## src/rtl/cache_line_transfer.sv

```systemverilog
// cache_line_transfer: memory-side engine for a single cache line.
// On a start request it writes the victim line back to memory if it is
// dirty, refills the line word by word from memory, then commits the new
// tag and tick so the line becomes valid and clean.
module cache_line_transfer #(
   parameter int unsigned TAG_WIDTH  = 26,
   parameter int unsigned SET_WIDTH  = 2,
   parameter int unsigned LINE_WIDTH = 4
) (
   input  logic                  clk,
   input  logic                  reset,
   // controller side
   input  logic                  start,
   input  logic [TAG_WIDTH-1:0]  new_tag,
   input  logic [SET_WIDTH-1:0]  set_idx,
   input  logic [31:0]           now_tick,
   output logic                  busy,
   output logic                  done,
   // cache line side
   input  logic                  line_dirty,
   input  logic [TAG_WIDTH-1:0]  line_tag,
   input  logic [31:0]           line_out,
   output logic [LINE_WIDTH-1:0] line_index,
   output logic [31:0]           line_data,
   output logic [TAG_WIDTH-1:0]  line_set_tag,
   output logic [31:0]           line_set_tick,
   output logic [2:0]            line_ctrl,
   // memory bus side
   output logic                  mem_req,
   output logic                  mem_we,
   output logic [31:0]           mem_addr,
   output logic [31:0]           mem_wdata,
   input  logic [31:0]           mem_rdata,
   input  logic                  mem_ready
);

   localparam int unsigned CNT_WIDTH = LINE_WIDTH - 2;
   localparam int unsigned LINE_SIZE = 2 ** CNT_WIDTH;

   // line_ctrl encodings: {tick_en, update_en, write_en}
   localparam logic [2:0] CTRL_WRITE  = 3'b001;
   localparam logic [2:0] CTRL_COMMIT = 3'b110;

   typedef enum logic [2:0] {
      IDLE,
      WB,
      FILL,
      COMMIT,
      DONE
   } state_t;

   state_t                 state;
   logic [CNT_WIDTH-1:0]   cnt;
   logic [TAG_WIDTH-1:0]   tag_l;
   logic [SET_WIDTH-1:0]   set_l;
   logic [TAG_WIDTH-1:0]   vtag_l;
   logic                   dirty_l;
   logic [31:0]            tick_l;
   logic                   last_word;

   assign last_word = (cnt == CNT_WIDTH'(LINE_SIZE - 1));

   // Transfer sequencing: latch the request, step the word counter on each
   // completed memory word, and walk WB -> FILL -> COMMIT -> DONE.
   always_ff @(posedge clk or negedge reset) begin
      if (!reset) begin
         state   <= IDLE;
         cnt     <= '0;
         tag_l   <= '0;
         set_l   <= '0;
         vtag_l  <= '0;
         dirty_l <= 1'b0;
         tick_l  <= '0;
      end else begin
         case (state)
            IDLE: begin
               if (start) begin
                  tag_l   <= new_tag;
                  set_l   <= set_idx;
                  tick_l  <= now_tick;
                  vtag_l  <= line_tag;
                  dirty_l <= line_dirty;
                  cnt     <= '0;
                  state   <= line_dirty ? WB : FILL;
               end
            end
            WB: begin
               if (mem_ready) begin
                  // counter wraps to 0 on the last word, ready for FILL
                  cnt <= cnt + CNT_WIDTH'(1);
                  if (last_word) begin
                     state <= FILL;
                  end
               end
            end
            FILL: begin
               if (mem_ready) begin
                  cnt <= cnt + CNT_WIDTH'(1);
                  if (last_word) begin
                     state <= COMMIT;
                  end
               end
            end
            COMMIT: begin
               state <= DONE;
            end
            DONE: begin
               state <= IDLE;
            end
            default: begin
               state <= IDLE;
            end
         endcase
      end
   end

   // Output decode from state, counter and latched request; everything is
   // zero outside the states that drive it, so reset clears all outputs.
   always_comb begin
      busy          = (state != IDLE);
      done          = 1'b0;
      mem_req       = 1'b0;
      mem_we        = 1'b0;
      mem_addr      = '0;
      mem_wdata     = '0;
      line_index    = '0;
      line_data     = '0;
      line_set_tag  = '0;
      line_set_tick = '0;
      line_ctrl     = '0;
      case (state)
         WB: begin
            // WB is only entered with a dirty victim, so dirty_l is set here
            mem_req    = 1'b1;
            mem_we     = dirty_l;
            mem_addr   = {vtag_l, set_l, cnt, 2'b00};
            mem_wdata  = line_out;
            line_index = {cnt, 2'b00};
         end
         FILL: begin
            mem_req    = 1'b1;
            mem_addr   = {tag_l, set_l, cnt, 2'b00};
            line_index = {cnt, 2'b00};
            if (mem_ready) begin
               line_ctrl = CTRL_WRITE;
               line_data = mem_rdata;
            end
         end
         COMMIT: begin
            line_ctrl     = CTRL_COMMIT;
            line_set_tag  = tag_l;
            line_set_tick = tick_l;
         end
         DONE: begin
            done = 1'b1;
         end
         default: begin
         end
      endcase
   end

endmodule

```

## config.mk

```make
export PLATFORM = sky130hd
export DESIGN_NAME = cache_line_transfer
export DESIGN_NICKNAME = d
export VERILOG_FILES = /design/src/rtl/cache_line_transfer.sv
export SDC_FILE = /design/constraint.sdc
export NUM_CORES = 1
export LEC_CHECK = 0
export BUFFER_PORTS_ARGS = -buffer_cell sky130_fd_sc_hd__buf_2
export CORE_AREA = 2 2 124 126
export DETAILED_ROUTE_END_ITERATION = 6
export DIE_AREA = 0 0 126 128
export PLACE_DENSITY_LB_ADDON = 0.08
export SLEW_MARGIN = 20
export SYNTH_ARGS = -nofsm -noshare
export SYNTH_HDL_FRONTEND = slang
export SYNTH_SLANG_ARGS = --single-unit
```

## constraint.sdc

```tcl
create_clock -name clk -period 2.6 [get_ports clk]
set_input_delay 0 -clock clk [delete_from_list [all_inputs] [get_ports clk]]
set_output_delay 0 -clock clk [all_outputs]
set_load 0.02 [all_outputs]
```

# Word-level counts from Yosys, hierarchy flattened
# Cells that the tools add are included.
[word_totals]
ff_bits = 92
out_inout_bits = 165
wordCells = 48
[op_classes]
n_addsub = 1
n_eq_ne = 11
mux = 22
reduce_logical = 7
[ops]
columns = ["operator", "n"]
rows = [
  ["$mux W32", 4],
  ["$pmux W32 S2", 1],
  ["$mux W26", 1],
  ["$mux W3", 5],
  ["$pmux W3 S4", 1],
  ["$ne A2 B2 Y1 const B", 5],
  ["$eq A3 B2 Y1 const B", 2],
  ["$mux W2", 3],
  ["$pmux W3 S2", 1],
  ["$reduce_and A5 Y1", 1],
  ["$mux W1", 4],
  ["$mux W4", 1],
  ["$pmux W2 S2", 1],
  ["$eq A3 B1 Y1 const B", 1],
  ["$eq A3 B3 Y1 const B", 1],
  ["$logic_not A3 Y1", 1],
  ["$reduce_and A3 Y1", 1],
  ["$reduce_bool A3 Y1", 1],
  ["$add A2 B1 Y2 const B", 1],
  ["$eq A2 B2 Y1 const B", 1],
  ["$ne A2 B1 Y1 const B", 1],
  ["$reduce_and A2 Y1", 1],
  ["$reduce_bool A2 Y1", 1],
  ["$reduce_or A2 Y1", 1],
]

# Depth between registers and ports, before layout
# Gate-level depths: netlist of the first run.
[logic_depth]
ltp_word = 4
mapped_depth = 6

# Least setup slack after synthesis of the first run
# OpenSTA, ideal clock, no wires.
[synth_timing]
path_type = "reg-to-reg"
start = "register state[1]"
end = "register tick_l[18]"
setup_time_ns = 0.125
t_arrival_ns = 1.628
slack_ns = 0.847
stages_incl_launch_ff = 7
synth_period_minus_slack_ns = 1.753
cell_sequence = "dfrtp_1 buf_4 or3_4 nor2_8 buf_12 buf_12 mux2_4"
[synth_between]
elab_chain_cells = 2
[synth_lines]
columns = ["item", "line_no", "source"]
rows = [
  ["start, declared", "52", "state_t state;"],
  ["start signal, assigned", "84", "state <= line_dirty ? WB : FILL;"],
  ["$logic_not A3 Y1", "75", "case (state)"],
  ["$reduce_and A2 Y1 (no source line)", "--", ""],
  ["end signal, assigned", "80", "tick_l <= now_tick;"],
  ["end, declared", "58", "logic [31:0] tick_l;"],
]
# Every way passes these cells.
# A chain may end at the register's enable or synchronous reset.

# Worst setup path after layout of the first run
[layout_timing]
start = "register state[1]"
end = "output mem_wdata[7]"
[layout_between]
elab_chain_cells = 2
[layout_lines]
columns = ["item", "line_no", "source"]
rows = [
  ["$eq A3 B1 Y1", "131", "case (state)"],
  ["$mux W32", "131", ""],
  ["end, declared", "32", "output logic [31:0] mem_wdata,"],
]
# Every way passes these cells.

==> results of run 1 <==
[logic make-up (layout without fill, tap and decap cells)]
kind of cell	after synthesis	after routing	synth area share
simple gates	151	151	0.196
flops	92	92	0.464
mux	88	88	0.222
buf+inv	42	434	0.0540
compound gates	35	35	0.0586
fa+ha+maj	1	1	0.00252
other cells	1	6	0.000756
xor+xnor	1	1	0.00177
[flip-flops by register name (all words and copies together) (netlist names)]
signal / cells
cnt: 2
dirty_l: 1
set_l: 2
state: 3
tag_l: 26
tick_l: 32
vtag_l: 26
[critical path: stages (launching register included)]
cell and delay, ps:
dfrtp_1 380, buf_4 200, nor3b_4 610, buf_4 310
and2_1 170, buf_2 170
[cell type report]
type / instances / area, um^2
diodes: 2 / 5.00
repair buffers: 416 / 2610
clock buffers: 13 / 250
clock inverters: 3 / 46.3
inverters: 2 / 7.51
well taps: 188 / 235
flip-flops and latches: 92 / 2300
multi-input cells: 280 / 2410
fillers: 1333 / 7000
[report_power, final]
| part | internal (mW) | switching (mW) |
|---|---|---|
| clock | 0.775 | 0.552 |
| sequential | 2.18 | 0.423 |
| combinational | 2.43 | 2.80 |
| total | 5.39 | 3.77 |
[Yosys cell counts]
cell type	number
nor4bb_1	1
buf_4	11
nand2_1	3
mux2i_1	1
o311ai_0	1
nor2_8	1
buf_12	4
nor3b_2	1
clkbuf_1	22
dfrtp_1	92
xnor2_1	1
inv_1	2
o211ai_1	1
nor3_1	1
nand3b_1	1
and3_1	35
mux2_2	57
mux2_4	30
a211oi_1	2
nor2_1	2
a2111oi_0	1
ha_1	1
o21bai_1	1
nand2b_1	1
o21ai_0	1
or3_4	1
a21oi_1	2
and2_1	98
a22o_1	26
conb_1	1
nand4b_1	2
nor4b_1	1
nor2b_1	2
nor3b_1	1
buf_2	3
[through the flow]
stage / hold WS (ps) / power, mW
after floorplan: -296 / 6.20
after CTS: 143 / 9.27
after global placement: 232 / 7.70
after global routing: 189 / 9.71
final: 153 / 9.16
after detailed placement: 132 / 7.79
[per-layer routing]
layer,wire [um],vias up,GRT usage
met5,0,-,0
met4,401,0,0.0827
met3,1090,27,0.0442
met2,8560,180,0.350
met1,5980,2271,0.203
li1,-,2191,-
[path summary, 6_finish.rpt]
check / startpoint / end / slack, ps / depth (start not counted)
setup / recovery: state[1] / mem_wdata[7] / 430 / 5
hold / removal: start / state[1] / 150 / 4
setup reg to reg: state[0] / tag_l[15] / 680 / 4
hold reg to reg: set_l[0] / set_l[0] / 500 / 1
max in group asynchronous: reset / tag_l[17] / 1680 / 3
min in group asynchronous: reset / tick_l[3] / 280 / 2
==> impl_metrics.toml, run 1 <==
[floorplanning]
dieHeight_um = 128
die_x_um = 126
coreArea_um2 = 14900
pin_count = 320
dieArea_um2 = 16100
start_util = 0.334
rows = 45

[routing]
ant_nets = 0
drcViolationCount = 0
drt-pass1-iter-count = 4
num_vias = 4669
drtIter0Drc = 136
viasPerCell = 4.69
wl_um = 16000
wire_per_inst_um = 16.1

[clock_network]
clkLatencyLatePin_ps = 340
cts_setup_buffers = 0
cts_sinks = 92
cts.clk_slew.worst_paths_ps = 60
cts_root_buffer = "clkbuf_16"
tritoncts = "yes"
cts.path.max_buffers = 2
cts_max_level = 3
cts_resized = 0
holdBufCountCts = 88
cts_buffers = 9

[worst_setup_path]
end_kind = "primary output"
crit_fanout = 20
path_class = "flip-flop to primary output"
critPathArrivalTime_ps = 2170
start_kind = "flip-flop"
required_ps = 2600

[synthesis]
ys_seq_elements = 92
ys_seq_area_frac = 0.464
synth_warnings = 0
syn_inst = 411
yosysUniqueCellTypes = 35
syn_area_per_cell_um2 = 12.1
yosys.area.top_type = "dfrtp_1"
netlist_area_um2 = 4960
synthTopCellsByArea = "dfrtp_1 46%, mux2_2 13%, and2_1 12%"
synth_top_area_frac = 0.464

[global_routing]
antenna_found_initial = 2
grt_pass1_vias = 4619
grt_usage = 0.188
grt_max_degree = 87
grt_pass1_wl_um = 23700
gr-total-overflow = 0

[timing]
hold_viol = 0
rsz0062_at_grt = "false"
finalCritPeriodShare = 0.836
min_period_ps = 2170
worst-slew-pin-transition_ps = 800
tns_ps = 0
slew-limit-headroom = 0.466
finalMaxSlewViolations = 0
finalSetupViolCount = 0
clock_skew_ps = 9.54
max_freq_mhz = 460
setup_slack_ps = 426

[placed_design]
gp_congestion = 0.930
place_area_um2 = 6690
port_buffers = 315
pre_cts_ws_ps = 682
hpwl_um = 11400
dp.cells = 890

[min_path]
hold_path.class = "input port to flip-flop"

[cells_and_area]
layout_commonest_cell = "buf_2"
area_growth_pct = 58.7
drive_gt1_frac = 0.536
nets = 957
fin_area_um2 = 7870
final_core_util = 0.529
stdcell_count = 996
final_cell_mix = "314 x buf_2, 98 x and2_1, 92 x dfrtp_1"

[pwr]
powerDensity_nw_per_um2 = 1160
ir_worst_vdd_mv = 0.488
p_leak_nw = 4.24

[run_status]
run_status = "finished clean"

[job]
cap_violations = 0
(Power assumes the default switching activity.)
==> run 2: changes to the inputs <==
--- a/config.mk
+++ b/config.mk
@@ -5,6 +5,7 @@
 export SDC_FILE = /design/constraint.sdc
 export NUM_CORES = 1
 export LEC_CHECK = 0
+export ABC_AREA = 1
 export BUFFER_PORTS_ARGS = -buffer_cell sky130_fd_sc_hd__buf_2
 export CORE_AREA = 2 2 124 126
 export DETAILED_ROUTE_END_ITERATION = 6
==> constraint.sdc (replaced) <==
create_clock -name clk -period 2.2 [get_ports clk]
set_input_delay 0 -clock clk [delete_from_list [all_inputs] [get_ports clk]]
set_output_delay 0 -clock clk [all_outputs]
set_load 0.02 [all_outputs]
==> run 2 against run 1 <==
Sequential power rose by 7%; clock skew down 4.8 ps; critical endpoint is now line_index[2]; total power up 4.5%; clock power increased by 11%; sequential share of layout area grew 0.56 points; setup slack got worse by 190 ps.
==> impl_metrics.toml, run 2 <==
[run_status]
run_status = "finished clean"

[pwr]
powerDensity_nw_per_um2 = 1240
p_leak_nw = 4.72
p_clk_frac = 0.154
net-switching-power_mw = 4.52
seq_power_share = 0.292
intPower_mw = 5.06
switching_share = 0.472
ir_worst_vdd_mv = 0.809
combPwrFrac = 0.554

[synthesis]
synth_common_cells = "193 x nor2_1, 129 x inv_1, 98 x nand2_1"
synthTopCellsByArea = "dfrtp_1 46%, nor2_1 15%, inv_1 9.8%"
yosys.area.top_type = "dfrtp_1"
ys_seq_elements = 92
synthFlopType = "dfrtp_1"
syn_area_per_cell_um2 = 7.12
synth_top_area_frac = 0.465
yosysUniqueCellTypes = 21
synth_edf_count = 0
synth_most_common_cell = "nor2_1"
synth_warnings = 0
async_reset_ff_frac = 1.00
ys_seq_area_frac = 0.465
netlist_area_um2 = 4950
syn_inst = 696

[floorplanning]
pin_count = 320
dieArea_um2 = 16100
coreArea_um2 = 14900
start_util = 0.333
die_x_um = 126
dieHeight_um = 128
rows = 45

[routing]
wl_um = 15800
num_vias = 5410
drtIter0Drc = 255
viasPerCell = 4.27
wire_per_inst_um = 12.5
ant_nets = 0
drcViolationCount = 0
drt-pass1-iter-count = 5

[clock_network]
holdBufCountCts = 88
tritoncts = "yes"
cts_buffers = 9
cts_sinks = 92
cts.clk_slew.worst_paths_ps = 60
clkLatencyLatePin_ps = 340
cts_setup_buffers = 0
cts_root_buffer = "clkbuf_16"
cts_resized = 0
cts_max_level = 3
cts.path.max_buffers = 2

[global_routing]
grt_pass1_wl_um = 24400
grt_usage = 0.189
antenna_found_initial = 0
grt_max_degree = 55
gr-total-overflow = 0
grt_pass1_vias = 4956

[timing]
max_freq_mhz = 509
clock_skew_ps = 4.75
rsz0062_at_grt = "false"
finalCritPeriodShare = 0.894
slew-limit-headroom = 0.635
hold_ws_ps = 166
min_period_ps = 1970
setup_slack_ps = 234
finalMaxSlewViolations = 0
finalSetupViolCount = 0
tns_ps = 0
worst-slew-pin-transition_ps = 548
hold_viol = 0

[placed_design]
dp.cells = 1165
hpwl_um = 11500
gp_congestion = 0.782
port_buffers = 315
pre_cts_ws_ps = 503

[cells_and_area]
area_growth_pct = 55.9
stdcell_count = 1266
fillers = 1528
final_core_util = 0.519
antenna_cells = 0
regMostFlops = "tick_l"
top_regs = "tick_l (32), tag_l (26), vtag_l (26)"
nets = 1232
layout_commonest_cell = "buf_2"
largest_reg_flops = 32
drive_gt1_frac = 0.321
final_cell_mix = "314 x buf_2, 193 x nor2_1, 129 x inv_1"

[job]
cap_violations = 0

[worst_setup_path]
crit_fanout = 21
end_kind = "primary output"
critPathArrivalTime_ps = 1970
required_ps = 2200
start_kind = "flip-flop"
path_class = "flip-flop to primary output"

[min_path]
hold_path.class = "input port to flip-flop"
==> run 2: cell types whose count changed after synthesis, sizes merged, moves of 54 or more <==
cell | before | now
mux2 | 87 | 0
inv | 2 | 133
and2 | 98 | 0
a21oi | 2 | 61
nor2 | 3 | 195
nand2 | 3 | 101
o21ai | 1 | 55
==> run 2: cell families (layout without fill, tap and decap cells) <==
kind of cell	after synthesis	in the layout	synth area share
and+or+nand+nor	307	307	0.243
other	1	4	0.000757
buffers and inverters	179	558	0.172
adders and majority gates	1	1	0.00253
AOI/OAI and AO/OA	116	116	0.117
DFF	92	92	0.465
==> run 2: path summary, 6_finish.rpt <==
path	from	to	depth (start not counted)	slack, ps
max reg2reg	state[0]	set_l[0]	5	530
max in group asynchronous	reset	tag_l[11]	3	1350
max	state[0]	line_index[2]	6	230
min in group asynchronous	reset	tick_l[18]	2	180
min reg2reg	vtag_l[3]	vtag_l[3]	2	490
min	mem_ready	state[1]	5	170
==> run 2: layer usage <==
metal,track usage,vias to the layer above,wire length (um)
met5,0,-,0
met4,0.0847,0,476
met3,0.0371,28,965
met2,0.334,195,7770
met1,0.223,2379,6570
li1,-,2808,-
==> run 2: area by class of cell <==
class	instances	area, um^2	area share
repair buffers	412	2590	0.336
flip-flops and latches	92	2300	0.298
multi-input cells	428	1820	0.236
inverters	133	499	0.0647
well taps	188	235	0.0305
clock buffers	11	233	0.0302
clock inverters	2	38.8	0.00503
==> run 2: power groups by stage <==
stage          logic [mW]  registers [mW]  clock network, mW
2_1_floorplan        3.78            2.73                  0
3_3_place_gp         5.26            2.80                  0
3_5_place_dp         5.25            2.82                  0
4_1_cts              5.39            2.79               1.53
5_1_grt              5.90            2.87               1.60
6_report             5.30            2.79               1.48
==> run 2: worst max-delay path: stages, from the launching register on <==
cell and delay [ps]:
dfrtp_1 450, nor2_4 220, nand2_2 310, nand2_2 200, inv_2 90, nor2_1 160
buf_2 200
==> run 2: stage by stage <==
stage / area [um^2] / power [mW]
5_1_grt: 7720 / 10.4
3_5_place_dp: 6570 / 8.06
4_1_cts: 7720 / 9.71
3_3_place_gp: 6570 / 8.06
2_1_floorplan: 4960 / 6.51
6_report: 7720 / 9.57
